**src/rtl/unidade_controle_aprendizado_pkg.sv**
```systemverilog
// rtl/unidade_controle_aprendizado_pkg.sv - state codes and error bounds shared by the learning-mode FSM and datapath debug decode
package unidade_controle_aprendizado_pkg;

   typedef enum logic [3:0] {
      INICIAL     = 4'h0,
      PREPARA     = 4'h1,
      MOSTRA      = 4'h2,
      PROX_MOSTRA = 4'h3,
      FIM_MOSTRA  = 4'h4,
      ESPERA      = 4'h5,
      REGISTRA    = 4'h6,
      FEEDBACK    = 4'h7,
      COMPARA     = 4'h8,
      PROX_JOGADA = 4'h9,
      NOVA_RODADA = 4'hA,
      ERRO        = 4'hB,
      FIM_ACERTO  = 4'hC,
      FIM_ERRO    = 4'hD,
      FIM_TIMEOUT = 4'hE
   } estado_t;

   localparam int MAX_ERROS_MIN = 1;
   localparam int MAX_ERROS_MAX = 7;
   localparam logic [2:0] ERROS_SATURADO = 3'd7;

   function automatic logic [2:0] incrementa_saturado(input logic [2:0] valor);
      return (valor == ERROS_SATURADO) ? valor : valor + 3'd1;
   endfunction

endpackage

```
**src/rtl/unidade_controle_aprendizado_contador_erros.sv**
```systemverilog
// rtl/unidade_controle_aprendizado_contador_erros.sv - saturating 3-bit wrong-note counter
import unidade_controle_aprendizado_pkg::*;

module contador_erros (
   input  logic       clock,
   input  logic       reset,
   input  logic       limpa,
   input  logic       incrementa,
   output logic [2:0] erros
);

   always_ff @(posedge clock or negedge reset) begin
      if (!reset) begin
         erros <= 3'd0;
      end else if (limpa) begin
         erros <= 3'd0;
      end else if (incrementa) begin
         erros <= incrementa_saturado(erros);
      end
   end

endmodule

```
**src/rtl/unidade_controle_aprendizado.sv**
```systemverilog
// rtl/unidade_controle_aprendizado.sv - learning-mode game control FSM
import unidade_controle_aprendizado_pkg::*;

module unidade_controle_aprendizado #(
   parameter int MAX_ERROS = 3
) (
   input  logic       clock,
   input  logic       reset,
   input  logic       iniciar,
   input  logic       nota_feita,
   input  logic       nota_correta,
   input  logic       enderecoIgualRodada,
   input  logic       fimCR,
   input  logic       fim_musica,
   input  logic       fimTF,
   input  logic       fimTempo,
   output logic       zeraR,
   output logic       registraR,
   output logic       zeraC,
   output logic       contaC,
   output logic       zeraCR,
   output logic       contaCR,
   output logic       zeraTF,
   output logic       contaTF,
   output logic       zeraTempo,
   output logic       contaTempo,
   output logic       zeraMetro,
   output logic       leds_mem,
   output logic       ativa_leds,
   output logic       toca,
   output logic       registra_erro,
   output logic       pronto,
   output logic       acertou,
   output logic       errou,
   output logic       timeout,
   output logic [2:0] erros,
   output logic [3:0] db_estado
);

   // Out-of-range parameter values are clamped into the legal window.
   localparam int MAX_ERROS_EFETIVO =
      (MAX_ERROS < MAX_ERROS_MIN) ? MAX_ERROS_MIN :
      (MAX_ERROS > MAX_ERROS_MAX) ? MAX_ERROS_MAX : MAX_ERROS;
   localparam logic [2:0] LIMITE_ERROS = MAX_ERROS_EFETIVO[2:0];

   estado_t    estado;
   estado_t    estado_prox;
   logic [2:0] erros_inc;
   logic       fim_por_erro;

   contador_erros u_contador_erros (
      .clock      (clock),
      .reset      (reset),
      .limpa      (estado == PREPARA),
      .incrementa (estado == ERRO),
      .erros      (erros)
   );

   // In ERRO the counter still holds the old value; decide on the value it is about to take.
   assign erros_inc    = incrementa_saturado(erros);
   assign fim_por_erro = (erros_inc >= LIMITE_ERROS);
   assign db_estado    = estado;

   always_ff @(posedge clock or negedge reset) begin
      if (!reset) begin
         estado <= INICIAL;
      end else begin
         estado <= estado_prox;
      end
   end

   always_comb begin
      estado_prox = estado;
      case (estado)
         INICIAL:     if (iniciar) estado_prox = PREPARA;
         PREPARA:     estado_prox = MOSTRA;
         MOSTRA: begin
            if (fimTF) estado_prox = enderecoIgualRodada ? FIM_MOSTRA : PROX_MOSTRA;
         end
         PROX_MOSTRA: estado_prox = MOSTRA;
         FIM_MOSTRA:  estado_prox = ESPERA;
         ESPERA: begin
            if (nota_feita)     estado_prox = REGISTRA;
            else if (fimTempo)  estado_prox = FIM_TIMEOUT;
         end
         REGISTRA:    estado_prox = FEEDBACK;
         FEEDBACK:    if (fimTF && !nota_feita) estado_prox = COMPARA;
         COMPARA: begin
            if (!nota_correta)             estado_prox = ERRO;
            else if (!enderecoIgualRodada) estado_prox = PROX_JOGADA;
            else if (fimCR || fim_musica)  estado_prox = FIM_ACERTO;
            else                           estado_prox = NOVA_RODADA;
         end
         PROX_JOGADA: estado_prox = ESPERA;
         NOVA_RODADA: estado_prox = MOSTRA;
         ERRO:        estado_prox = fim_por_erro ? FIM_ERRO : MOSTRA;
         FIM_ACERTO, FIM_ERRO, FIM_TIMEOUT: begin
            if (iniciar) estado_prox = PREPARA;
         end
         default:     estado_prox = INICIAL;
      endcase
   end

   always_comb begin
      zeraR         = 1'b0;
      registraR     = 1'b0;
      zeraC         = 1'b0;
      contaC        = 1'b0;
      zeraCR        = 1'b0;
      contaCR       = 1'b0;
      zeraTF        = 1'b0;
      contaTF       = 1'b0;
      zeraTempo     = 1'b0;
      contaTempo    = 1'b0;
      zeraMetro     = 1'b0;
      leds_mem      = 1'b0;
      ativa_leds    = 1'b0;
      toca          = 1'b0;
      registra_erro = 1'b0;
      pronto        = 1'b0;
      acertou       = 1'b0;
      errou         = 1'b0;
      timeout       = 1'b0;
      case (estado)
         PREPARA: begin
            zeraC     = 1'b1;
            zeraCR    = 1'b1;
            zeraR     = 1'b1;
            zeraTF    = 1'b1;
            zeraTempo = 1'b1;
            zeraMetro = 1'b1;
         end
         MOSTRA: begin
            leds_mem   = 1'b1;
            ativa_leds = 1'b1;
            toca       = 1'b1;
            contaTF    = 1'b1;
         end
         PROX_MOSTRA: begin
            contaC = 1'b1;
            zeraTF = 1'b1;
         end
         FIM_MOSTRA: begin
            zeraC     = 1'b1;
            zeraTF    = 1'b1;
            zeraTempo = 1'b1;
            zeraR     = 1'b1;
         end
         ESPERA:      contaTempo = 1'b1;
         REGISTRA: begin
            registraR     = 1'b1;
            registra_erro = 1'b1;
         end
         FEEDBACK: begin
            ativa_leds = 1'b1;
            toca       = 1'b1;
            contaTF    = 1'b1;
         end
         COMPARA:     zeraTF = 1'b1;
         PROX_JOGADA: begin
            contaC    = 1'b1;
            zeraTempo = 1'b1;
            zeraR     = 1'b1;
         end
         NOVA_RODADA: begin
            contaCR = 1'b1;
            zeraC   = 1'b1;
            zeraTF  = 1'b1;
            zeraR   = 1'b1;
         end
         ERRO: begin
            // Only rewind the round display when play continues.
            zeraC  = !fim_por_erro;
            zeraTF = !fim_por_erro;
            zeraR  = !fim_por_erro;
         end
         FIM_ACERTO: begin
            pronto  = 1'b1;
            acertou = 1'b1;
         end
         FIM_ERRO: begin
            pronto = 1'b1;
            errou  = 1'b1;
         end
         FIM_TIMEOUT: begin
            pronto  = 1'b1;
            timeout = 1'b1;
         end
         default: ;
      endcase
   end

endmodule

```
**config.mk**
```make
export PLATFORM = sky130hd
export DESIGN_NAME = unidade_controle_aprendizado
export DESIGN_NICKNAME = d
export VERILOG_FILES = /design/src/rtl/unidade_controle_aprendizado_pkg.sv /design/src/rtl/unidade_controle_aprendizado_contador_erros.sv /design/src/rtl/unidade_controle_aprendizado.sv
export SDC_FILE = /design/constraint.sdc
export NUM_CORES = 1
export LEC_CHECK = 0
export ABC_CLOCK_PERIOD_IN_PS = 3000
export BUFFER_PORTS_ARGS = -buffer_cell sky130_fd_sc_hd__buf_2
export CORE_MARGIN = 3
export CORE_UTILIZATION = 49
export CTS_CLUSTER_DIAMETER = 150
export DETAILED_ROUTE_END_ITERATION = 6
export HOLD_SLACK_MARGIN = 0.1
export PLACE_DENSITY = 0.83
export SYNTH_ARGS = -nofsm -noshare
export SYNTH_HDL_FRONTEND = slang
export SYNTH_SLANG_ARGS = --single-unit
export TNS_END_PERCENT = 1
```
**constraint.sdc**
```tcl
create_clock -name clock -period 3 [get_ports clock]
set_input_delay 0.3 -clock clock [delete_from_list [all_inputs] [get_ports clock]]
set_output_delay 0.3 -clock clock [all_outputs]
set_load 0.05 [all_outputs]
```
Word level (Yosys, flattened, before mapping). Cells that the tools add are included.

Bits in registers: 7. Logic and storage cells: 69. Bits of input ports: 10. Output and inout port bits: 26.

Reductions and logical operators: 17. Equality and inequality tests: 19. Add/subtract/negate cells: 1. Magnitude comparators: 1. Multiplexer cells: 29.

Operators by type and width (number): $pmux W4 S9 (1); $eq A4 B4 Y1 const B (7); $mux W4 (6); $mux W3 (7); $eq A4 B3 Y1 const B (4); $mux W1 (12); $reduce_or A3 Y1 (4); $eq A4 B2 Y1 const B (2); $reduce_or A4 Y1 (2); $pmux W1 S2 (3); $reduce_or A2 Y1 (3); $reduce_or A5 Y1 (1); $eq A4 B1 Y1 const B (1); $logic_not A4 Y1 (1); $ne A2 B2 Y1 const B (2); $reduce_and A4 Y1 (1); $add A3 B1 Y3 const B (1); $eq A3 B3 Y1 const B (1); $ge A3 B2 Y1 const B (1); $ne A3 B3 Y1 const B (1); $logic_not A1 Y1 (2); $ne A2 B1 Y1 const B (1); $reduce_bool A2 Y1 (1); $logic_and A1 B1 Y1 (1); $logic_or A1 B1 Y1 (1).

Longest topological paths before layout. Gate-level depths: netlist (run 1).

Depth in word-level cells: 5. Mapped depth: 7. Mapped depth without buffers: 5.

Cells and area by module. A second synthesis (run 1) with hierarchy kept.

Cells, all modules: 108. Area total of the unflattened synthesis: 844.6 um2.

Modules (own cells, without submodules): unidade_controle_aprendizado (times used 1, cells each 93, area each 660.6 um2, sequential area each 100.1 um2); contador_erros (times used 1, cells each 15, area each 183.9 um2, sequential area each 75.1 um2).

Worst setup path before layout (run 1). Ideal clock, no wire load.

Path kind: register to output. Start point: register u_contador_erros.erros[1]. End point: output zeraTF. Buffers on the path: 0. Data arrival time: 3009 ps. Path slack: -309 ps. Data required time: 2700 ps. Cell stages (with the launch flop): 6. Cells stage by stage: dfrtp_1 -> ha_1 -> a211oi_1 -> nand2_1 -> and3_1 -> o32ai_1.

Word-level cells in the longest chain between the ends: 5. Elaborated cells between the ends (all ways): 6. Those cells by class: add/sub: 1; order compare: 1; eq/ne: 1; mux: 2; reduce/logical: 1.

RTL lines: start, declared (line unidade_controle_aprendizado_contador_erros.sv:9) `output logic [2:0] erros`; start signal, assigned (line unidade_controle_aprendizado_contador_erros.sv:18) `erros <= incrementa_saturado(erros);`; $add A3 B1 Y3 or $eq A3 B3 Y1 (tied branches) (line unidade_controle_aprendizado_pkg.sv:27) `return (valor == ERROS_SATURADO) ? valor : valor + 3'd1;`; $mux W3 *; $ge A3 B2 Y1 * (line unidade_controle_aprendizado.sv:61) `assign fim_por_erro = (erros_inc >= LIMITE_ERROS);`; $logic_not A1 Y1 * (line unidade_controle_aprendizado.sv:174) `zeraTF = !fim_por_erro;`; $pmux W1 S2 * (line unidade_controle_aprendizado.sv:124) `case (estado)`; end, declared (line unidade_controle_aprendizado.sv:23) `output logic zeraTF,`.

Every way passes the cells marked *; elsewhere a longest branch is shown, timed or not.

Final worst setup path (run 1).
Start point: register u_contador_erros.erros[0]. End point: output zeraTF.

The elaborated chain is that of the path after synthesis.

==> flow_metrics.tcl, run 1 <==
set metrics [dict create \
    drc 0 \
    ys_seq_area_frac 0.221 \
    fillers 120 \
    reg2reg_from "db_estado[1]" \
    outcome "finished, final reports clean" \
    max_slew.worst_pin.slew_ns 0.718 \
    grt_pass1_vias 748 \
    antenna_cells 0 \
    port-buffer-count 35 \
    rows 13 \
    synth_area_um2 792 \
    vias 905 \
    hpwl_um 1610 \
    ys.flop_type "dfrtp_1" \
    critical_path.cell_chain "ha_1, a211oi_1, buf_4, nand2_1, and3_1, o32ai_2, buf_2" \
    syn2layout_area_growth_pct 22.4 \
    crit_path_end_kind "primary output" \
    startpoint_type "register" \
    rr_endpoint "db_estado[1]" \
    yosys-top-cells-count "15 x nor2_1, 12 x a21oi_1, 10 x nand2_1" \
    grt_use_met2 0.357 \
    path_class "reg -> out" \
    ys_types 36 \
    cts_setup_buffers 0 \
    yosys_warnings 0 \
    antenna_found_initial 0 \
    gp_congestion 0.808 \
    synth.most_common_cell "nor2_1" \
    cts_sinks 7 \
    routed_wirelength_um 2190 \
    path_delay_family "buffers and inverters" \
    yosysTopAreaCell "dfrtp_1" \
    grt_first_pass_wirelength_um 3420 \
    maxSlewViolCount 0 \
    vias_per_cell 5.80 \
    core-area_um2 1400 \
    async_flop_share 1.00 \
    finalCritPeriodShare 0.835 \
    cap_violations 0 \
    finalSetupViolations 0 \
    crit_path_max_fanout 6 \
    dr.pass1.iters 4 \
    crit_path_top_delay_cell "dfrtp_1" \
    cts_tree "built" \
    fin_cells 156 \
    fmax_mhz 399 \
    gr-usage-all-layers 0.221 \
    gr-max-usage-layer "met2" \
    reg2regPathDepth 5 \
    hold_path.class "in -> async" \
    initial_core_util 0.566 \
    met3_usage 0.0625 \
    grt_setup_unrepaired "false" \
    holdBufCountCts 1 \
    clkSlewWorstSetupHoldPaths_ns 0.06 \
    die_area_um2 2130 \
    clk_latency_ns 0.26 \
    max-clock-path-buffers 2 \
    final_nets 153 \
    synth_nets 123 \
    timing.critical_path.buf_inv 2 \
    die_h_um 46.2 \
    cp.required_ns 2.70 \
    placed_cells 151 \
    cts_root_buf "clkbuf_4" \
    grt_max_degree 27 \
    ys_seq_elements 7 \
    cts_buffers 3 \
    first_iter_violations 30 \
    die_width_um 46.2 \
    syn_inst 112 \
    wl_per_cell_um 14.0 \
    h-tree-depth 1 \
    synth_area_leaders "dfrtp_1 22%, a21oi_1 7.6%, nor2_1 7.1%" \
    regToRegSetupSlack_ns 0.67 \
    met1_usage 0.288 \
    drive_gt1_frac 0.348 \
    synth_top_area_frac 0.221 \
    drtAntennaViolNets 0 \
    io_pins 36 \
    max_stage_delay_ns 0.40 \
    arrival_ns 2.20 \
    slew_headroom 0.522 \
    fin_crit_ns 2.50 \
    grt.overflow.total 0 \
    post_cts_resized 0 \
    final.setup_skew_ns 0.00374 \
    synth-edff-count 0 \
    hold_violations 0 \
    syn_area_per_cell_um2 7.07 \
]
[logic make-up (layout without fill, tap and decap cells)]
kind of cell	count (synthesis)	after routing	share of synthesized area
flops	7	7	0.221
compound gates	35	35	0.284
xor+xnor	1	1	0.0111
simple gates	46	46	0.281
mux	5	5	0.0679
fa+ha+maj	1	1	0.0158
buf+inv	17	46	0.118
[stage by stage]
| stage | cell area (um2) | setup slack, ns | TNS (ns) | hold WS (ns) | utilization |
|---|---|---|---|---|---|
| 2_1_floorplan | 800 | -0.148 | -0.251 | 0.00441 | - |
| 3_3_place_gp | 933 | 0.795 | 0 | 0.137 | 0.667 |
| 3_5_place_dp | 933 | 0.709 | 0 | 0.137 | 0.667 |
| 4_1_cts | 970 | 0.499 | 0 | 0.401 | 0.693 |
| 5_1_grt | 970 | 0.358 | 0 | 0.411 | 0.693 |
| 6_report | 970 | 0.496 | 0 | 0.417 | 0.693 |
[metal layers]
| layer | vias to the layer above | part of all wire |
|---|---|---|
| met5 | - | 0 |
| met4 | 0 | 0.0078 |
| met3 | 2 | 0.076 |
| met2 | 47 | 0.48 |
| met1 | 402 | 0.44 |
| li1 | 454 | - |
[area by class of cell]
type / instances / area (um2) / share of cell area
Multi-Input combinational cell: 88 / 531 / 0.547
Timing Repair Buffer: 39 / 208 / 0.214
Sequential cell: 7 / 175 / 0.181
Clock buffer: 4 / 26.3 / 0.0271
Tap cell: 15 / 18.8 / 0.0194
Inverter: 3 / 11.3 / 0.0116
[flip-flops by register name, summed over array words and instances (netlist names)]
signal / cells
db_estado: 4
u_contador_erros.erros: 3
[worst max path at each step]
stage                         startpoint           end  depth (start not counted)
4_1_cts        u_contador_erros.erros[0]        zeraTF                          7
2_1_floorplan  u_contador_erros.erros[1]         zeraR                          4
5_1_grt        u_contador_erros.erros[0]        zeraTF                          7
3_3_place_gp   u_contador_erros.erros[0]        zeraTF                          7
3_5_place_dp                db_estado[1]  db_estado[1]                          4
6_report       u_contador_erros.erros[0]        zeraTF                          7
[cell usage in the layout, fill, tap and decap left out, types with 2 or more instances in the layout]
cell      count
buf_2        35
nor2_1       15
a21oi_1      12
nand2_1      10
dfrtp_1       7
nand2b_1      5
nor3_1        4
o22ai_1       4
o21ai_0       4
inv_1         3
nor2b_1       3
mux2_2        3
clkbuf_4      3
buf_4         3
or2_2         2
o21a_1        2
mux2i_1       2
a21boi_0      2
o211ai_1      2
Power of run 1 is left out: the tool's default activity adds up to more than one toggle a clock period on the data nets, which glitch-free logic cannot reach.
==> run 2: changes to the inputs <==
Settings changed: ABC_CLOCK_PERIOD_IN_PS 3000 to 2100, CORE_UTILIZATION 49 to 41, PLACE_DENSITY 0.83 to 0.74.
Clock period 3 ns to 2.1 ns, I/O delays scaled along.
==> run 2 against run 1 <==
Net effect: final cell count rose by 11%; non-clock buffer count up 7; flip-flop and latch count did not move; design area is 16% higher; die area is 17% higher; global-route usage down 2.8 points; sequential share of layout area shrank 2.3 points; critical path depth shrank 1; first-iteration DRC count is 13% lower; critical path type unchanged; largest cell class unchanged.
==> flow_metrics.tcl, run 2 (same netlist as run 1, synthesis figures left out) <==
set metrics [dict create \
    outcome "finished, final reports clean" \
    clkSlewWorstSetupHoldPaths_ns 0.05 \
    reg2regPathDepth 5 \
    hold_path.class "in -> async" \
    vias_per_cell 5.39 \
    final_common_cell "buf_2" \
    startpoint_type "register" \
    syn2layout_area_growth_pct 42.3 \
    hpwl_um 1660 \
    grt_pass1_vias 935 \
    fin_cells 173 \
    io_pins 36 \
    finalCritPeriodShare 0.992 \
    cts_tree "built" \
    met1_usage 0.230 \
    slew_headroom 0.751 \
    die_width_um 50.0 \
    drc 0 \
    placed_cells 167 \
    gr-max-usage-layer "met2" \
    antenna_cells 0 \
    max-clock-path-buffers 2 \
    core-area_um2 1780 \
    met3_usage 0.0302 \
    crit_path_top_delay_cell "dfrtp_2" \
    crit_path_end_kind "primary output" \
    port-buffer-count 35 \
    die_area_um2 2500 \
    grt_setup_unrepaired "true" \
    cts_root_buf "clkbuf_4" \
    gp_congestion 0.855 \
    maxSlewViolCount 0 \
    arrival_ns 1.87 \
    layout_common_cells "32 x buf_2, 15 x nor2_1, 11 x a21oi_1" \
    routed_wirelength_um 2170 \
    rows 15 \
    antenna_found_initial 0 \
    max_stage_delay_ns 0.42 \
    cp.required_ns 1.89 \
    first_iter_violations 26 \
    largest_reg_flops 4 \
    grt.overflow.total 0 \
    dr.pass1.iters 5 \
    wl_per_cell_um 12.5 \
    drtAntennaViolNets 0 \
    finalSetupViolations 0 \
    grt_max_degree 21 \
    max_slew.worst_pin.slew_ns 0.373 \
    h-tree-depth 1 \
    fin_crit_ns 2.08 \
    critical_path.cell_chain "ha_4, a211oi_4, nand2_1, and3_4, o32ai_4, buf_6" \
    grt_first_pass_wirelength_um 3810 \
    grt_use_met2 0.341 \
    crit_path_max_fanout 2 \
    cts_buffers 3 \
    fmax_mhz 480 \
    cts_sinks 7 \
    vias 933 \
    clk_latency_ns 0.24 \
    path_class "reg -> out" \
    gr-usage-all-layers 0.193 \
    final_nets 160 \
    cap_violations 0 \
    initial_core_util 0.444 \
    drive_gt1_frac 0.439 \
    final.setup_skew_ns 0.00299 \
    hold_violations 0 \
    die_h_um 50.0 \
]
## run 2: layer usage
layer | routed length [um] | vias to the layer above
met5 | 0 | -
met4 | 6 | 0
met3 | 144 | 2
met2 | 1080 | 31
met1 | 935 | 433
li1 | - | 467
## run 2: what timing repair did
action	in CTS	in global routing
endpoints found under the setup margin	3	3
resized for setup	6	3
gates cloned	0	0
hold buffers	1	0
hold endpoints to repair	7	0
buffers inserted	1	0
pin swaps	1	0
## run 2: worst paths after layout
path	start	end	slack, ns
setup / recovery	u_contador_erros.erros[0]	zeraTF	0.02
hold / removal	reset	u_contador_erros.erros[2]	0.34
setup reg to reg	db_estado[0]	db_estado[3]	0.23
hold reg to reg	u_contador_erros.erros[1]	u_contador_erros.erros[1]	0.60
max in group asynchronous	reset	u_contador_erros.erros[1]	1.60
min in group clock	iniciar	db_estado[2]	0.50
## run 2: per-stage QoR
step	hold slack, ns	setup slack, ns	setup TNS (ns)	area, um2	utilization
global route	0.342	-0.0433	-0.0803	1130	0.632
CTS	0.320	0.00441	0	1110	0.625
finish	0.341	0.0172	0	1130	0.632
detailed placement	0.0451	-0.00727	-0.00727	1040	0.582
floorplan	-0.0856	-0.392	-3.20	847	-
global placement	0.0443	0.0394	0	1040	0.582
## run 2: worst max-delay path, delay by kind of cell, from the launching register on
family	cells	cell delay, ns
flip-flops	1	0.42
AND/OR/NAND/NOR	2	0.29
AO/OA/AOI/OAI	2	0.47
adder cells (fa/ha/maj)	1	0.25
buffers and inverters	1	0.19
## run 2: layout make-up
cell class                      count  area, um2
Clock buffer                        4       26.3
Timing Repair Buffer               46        275
Multi-Input combinational cell     88        606
Tap cell                           25       31.3
Sequential cell                     7        178
Inverter                            3       11.3
Fill cell                         172        656
Power of run 2 is left out for the same reason.
==> run 3: changes to the inputs <==
Settings changed: ABC_AREA set to 1, CORE_UTILIZATION 41 to 40.
==> run 3 against run 2 <==
Net effect: setup slack better by 0.21 ns; synthesized cell count up 21%; maximum frequency grew 11%; flip-flop and latch count is the same; via count down 2.5%; critical path type unchanged; register-to-register slack better by 0.43 ns.
==> flow_metrics.tcl, run 3 <==
set metrics [dict create \
    outcome "finished, final reports clean" \
    hold_violations 0 \
    die_area_um2 2410 \
    clk_latency_ns 0.25 \
    cts_root_buf "clkbuf_4" \
    syn2layout_area_growth_pct 31.5 \
    arrival_ns 1.66 \
    grt_max_degree 9 \
    whs_ns 0.308 \
    io_pins 36 \
    reg2regPathDepth 7 \
    design_area_um2 977 \
    antenna_found_initial 0 \
    crit_path_max_fanout 6 \
    startpoint_type "register" \
    path_delay_family "simple AND/OR/NAND/NOR gates" \
    ys.flop_type "dfrtp_1" \
    yosysTopAreaCell "nand2_1" \
    drtAntennaViolNets 0 \
    place_area_um2 932 \
    rows 14 \
    antenna_cells 0 \
    largest_reg_flops 4 \
    placed_cells 191 \
    grt_pass1_vias 745 \
    initial_core_util 0.456 \
    hold_path.class "in -> async" \
    synth-edff-count 0 \
    critical_path.cell_chain "inv_1, nor2_1, nand2_1, inv_1, nor2_1, nand2_1, inv_1, nand4_1, clkbuf_4" \
    path_class "reg -> out" \
    async_flop_share 1.00 \
    cts_buffers 3 \
    gr-usage-all-layers 0.163 \
    yosys_warnings 0 \
    dr.pass1.iters 4 \
    wl_per_cell_um 9.85 \
    drive_gt1_frac 0.279 \
    finalCritPeriodShare 0.892 \
    synth_nets 146 \
    cts_sinks 7 \
    ys_seq_area_frac 0.236 \
    maxSlewViolCount 0 \
    max-clock-path-buffers 2 \
    h-tree-depth 1 \
    routed_wirelength_um 1930 \
    first_iter_violations 25 \
    die_width_um 49.1 \
    path_common_cell "inv_1" \
    grt_first_pass_wirelength_um 3210 \
    crit_path_end_kind "primary output" \
    grt_setup_unrepaired "false" \
    cts_tree "built" \
    fin_crit_ns 1.87 \
    syn_area_per_cell_um2 5.51 \
    port-buffer-count 35 \
    regToRegSetupSlack_ns 0.66 \
    fin_cells 196 \
    max_slew.worst_pin.slew_ns 0.272 \
    ys_types 21 \
    synth.most_common_cell "nand2_1" \
    slew_headroom 0.818 \
    final_common_cell "nand2_1" \
    max_stage_delay_ns 0.41 \
    synth_area_leaders "nand2_1 26%, dfrtp_1 24%, inv_1 11%" \
    drc 0 \
    crit_path_top_delay_cell "dfrtp_2" \
    syn_inst 135 \
    cp.depth 9 \
    fmax_mhz 534 \
    layout_common_cells "52 x nand2_1, 32 x buf_2, 21 x inv_1, 21 x nor2_1, 9 x nand3_1" \
    cap_violations 0 \
    die_h_um 49.1 \
    ys_seq_elements 7 \
    clkSlewWorstSetupHoldPaths_ns 0.05 \
    synth_top_area_frac 0.263 \
    cp.required_ns 1.89 \
    final.setup_skew_ns 0.00111 \
    vias 910 \
    hpwl_um 1620 \
    finalSetupViolations 0 \
    cts_setup_buffers 0 \
    finalSetupTns_ns 0 \
    timing.critical_path.buf_inv 4 \
    vias_per_cell 4.64 \
    yosys-top-cells-count "52 x nand2_1, 21 x inv_1, 21 x nor2_1" \
    gp_congestion 0.866 \
    final_nets 184 \
    core-area_um2 1630 \
    grt.overflow.total 0 \
    synth_area_um2 743 \
]
-- run 3: changes by cell type in the layout (fill, tap and decap cells not counted), sizes merged, moves of 3 or more --
cell    previous run  this run
nand2b             6         0
buf               44        33
inv                3        22
nand3              1         9
a21oi             12         2
nand2             10        55
nor3               4         1
nor2b              3         0
nor2              16        24
o22ai              4         1
mux2               3         0
-- run 3: area by class of cell --
cell class / count / area, um2
fill: 168 / 652
inverter: 22 / 82.6
timing repair buffer: 37 / 200
clock buffer: 4 / 26.3
tap: 24 / 30.0
multi-input combinational: 102 / 462
sequential: 7 / 176
-- run 3: worst reg2reg max path, delay by kind of cell (launching register included) --
| kind | cells | cell delay (ns) |
|---|---|---|
| compound gates | 2 | 0.28 |
| simple gates | 3 | 0.22 |
| buf+inv | 1 | 0.06 |
| fa+ha+maj | 1 | 0.35 |
| flops | 1 | 0.42 |
-- run 3: through the flow --
stage	worst slack, ns	util
after CTS	0.152	0.594
after detailed placement	0.427	0.572
final	0.227	0.600
after global placement	0.513	0.572
after global routing	0.0335	0.600
after floorplan	-0.205	-
-- run 3: what timing repair did --
item | CTS | global route
setup endpoints to repair | 0 | 3
resized for setup | 0 | 4
hold buffers | 1 | 0
hold endpoints to repair | 7 | 0
-- run 3: routing by layer --
layer	vias up	GRT usage	wire length, um
met3	0	0.0306	130
met2	30	0.250	843
li1	486	-	-
met1	394	0.233	956
met5	-	0	0
met4	0	0.0427	0
-- run 3: path summary, 6_finish.rpt --
path | start | to
worst min register to register | db_estado[0] | db_estado[0]
max in group asynchronous | reset | db_estado[0]
worst max-delay path | db_estado[0] | zeraTF
worst max register to register | u_contador_erros.erros[0] | db_estado[0]
worst min-delay path | reset | db_estado[1]
min in group clock | iniciar | db_estado[2]
-- run 3: logic make-up (layout without fill, tap and decap cells) --
family                     after synthesis  in the layout  share of synthesized area
AOI/OAI and AO/OA                        9              9                     0.0707
adders and majority gates                1              1                     0.0168
buffers and inverters                   26             63                      0.152
and+or+nand+nor                         92             92                      0.525
DFF                                      7              7                      0.236
Power of run 3 is left out for the same reason.
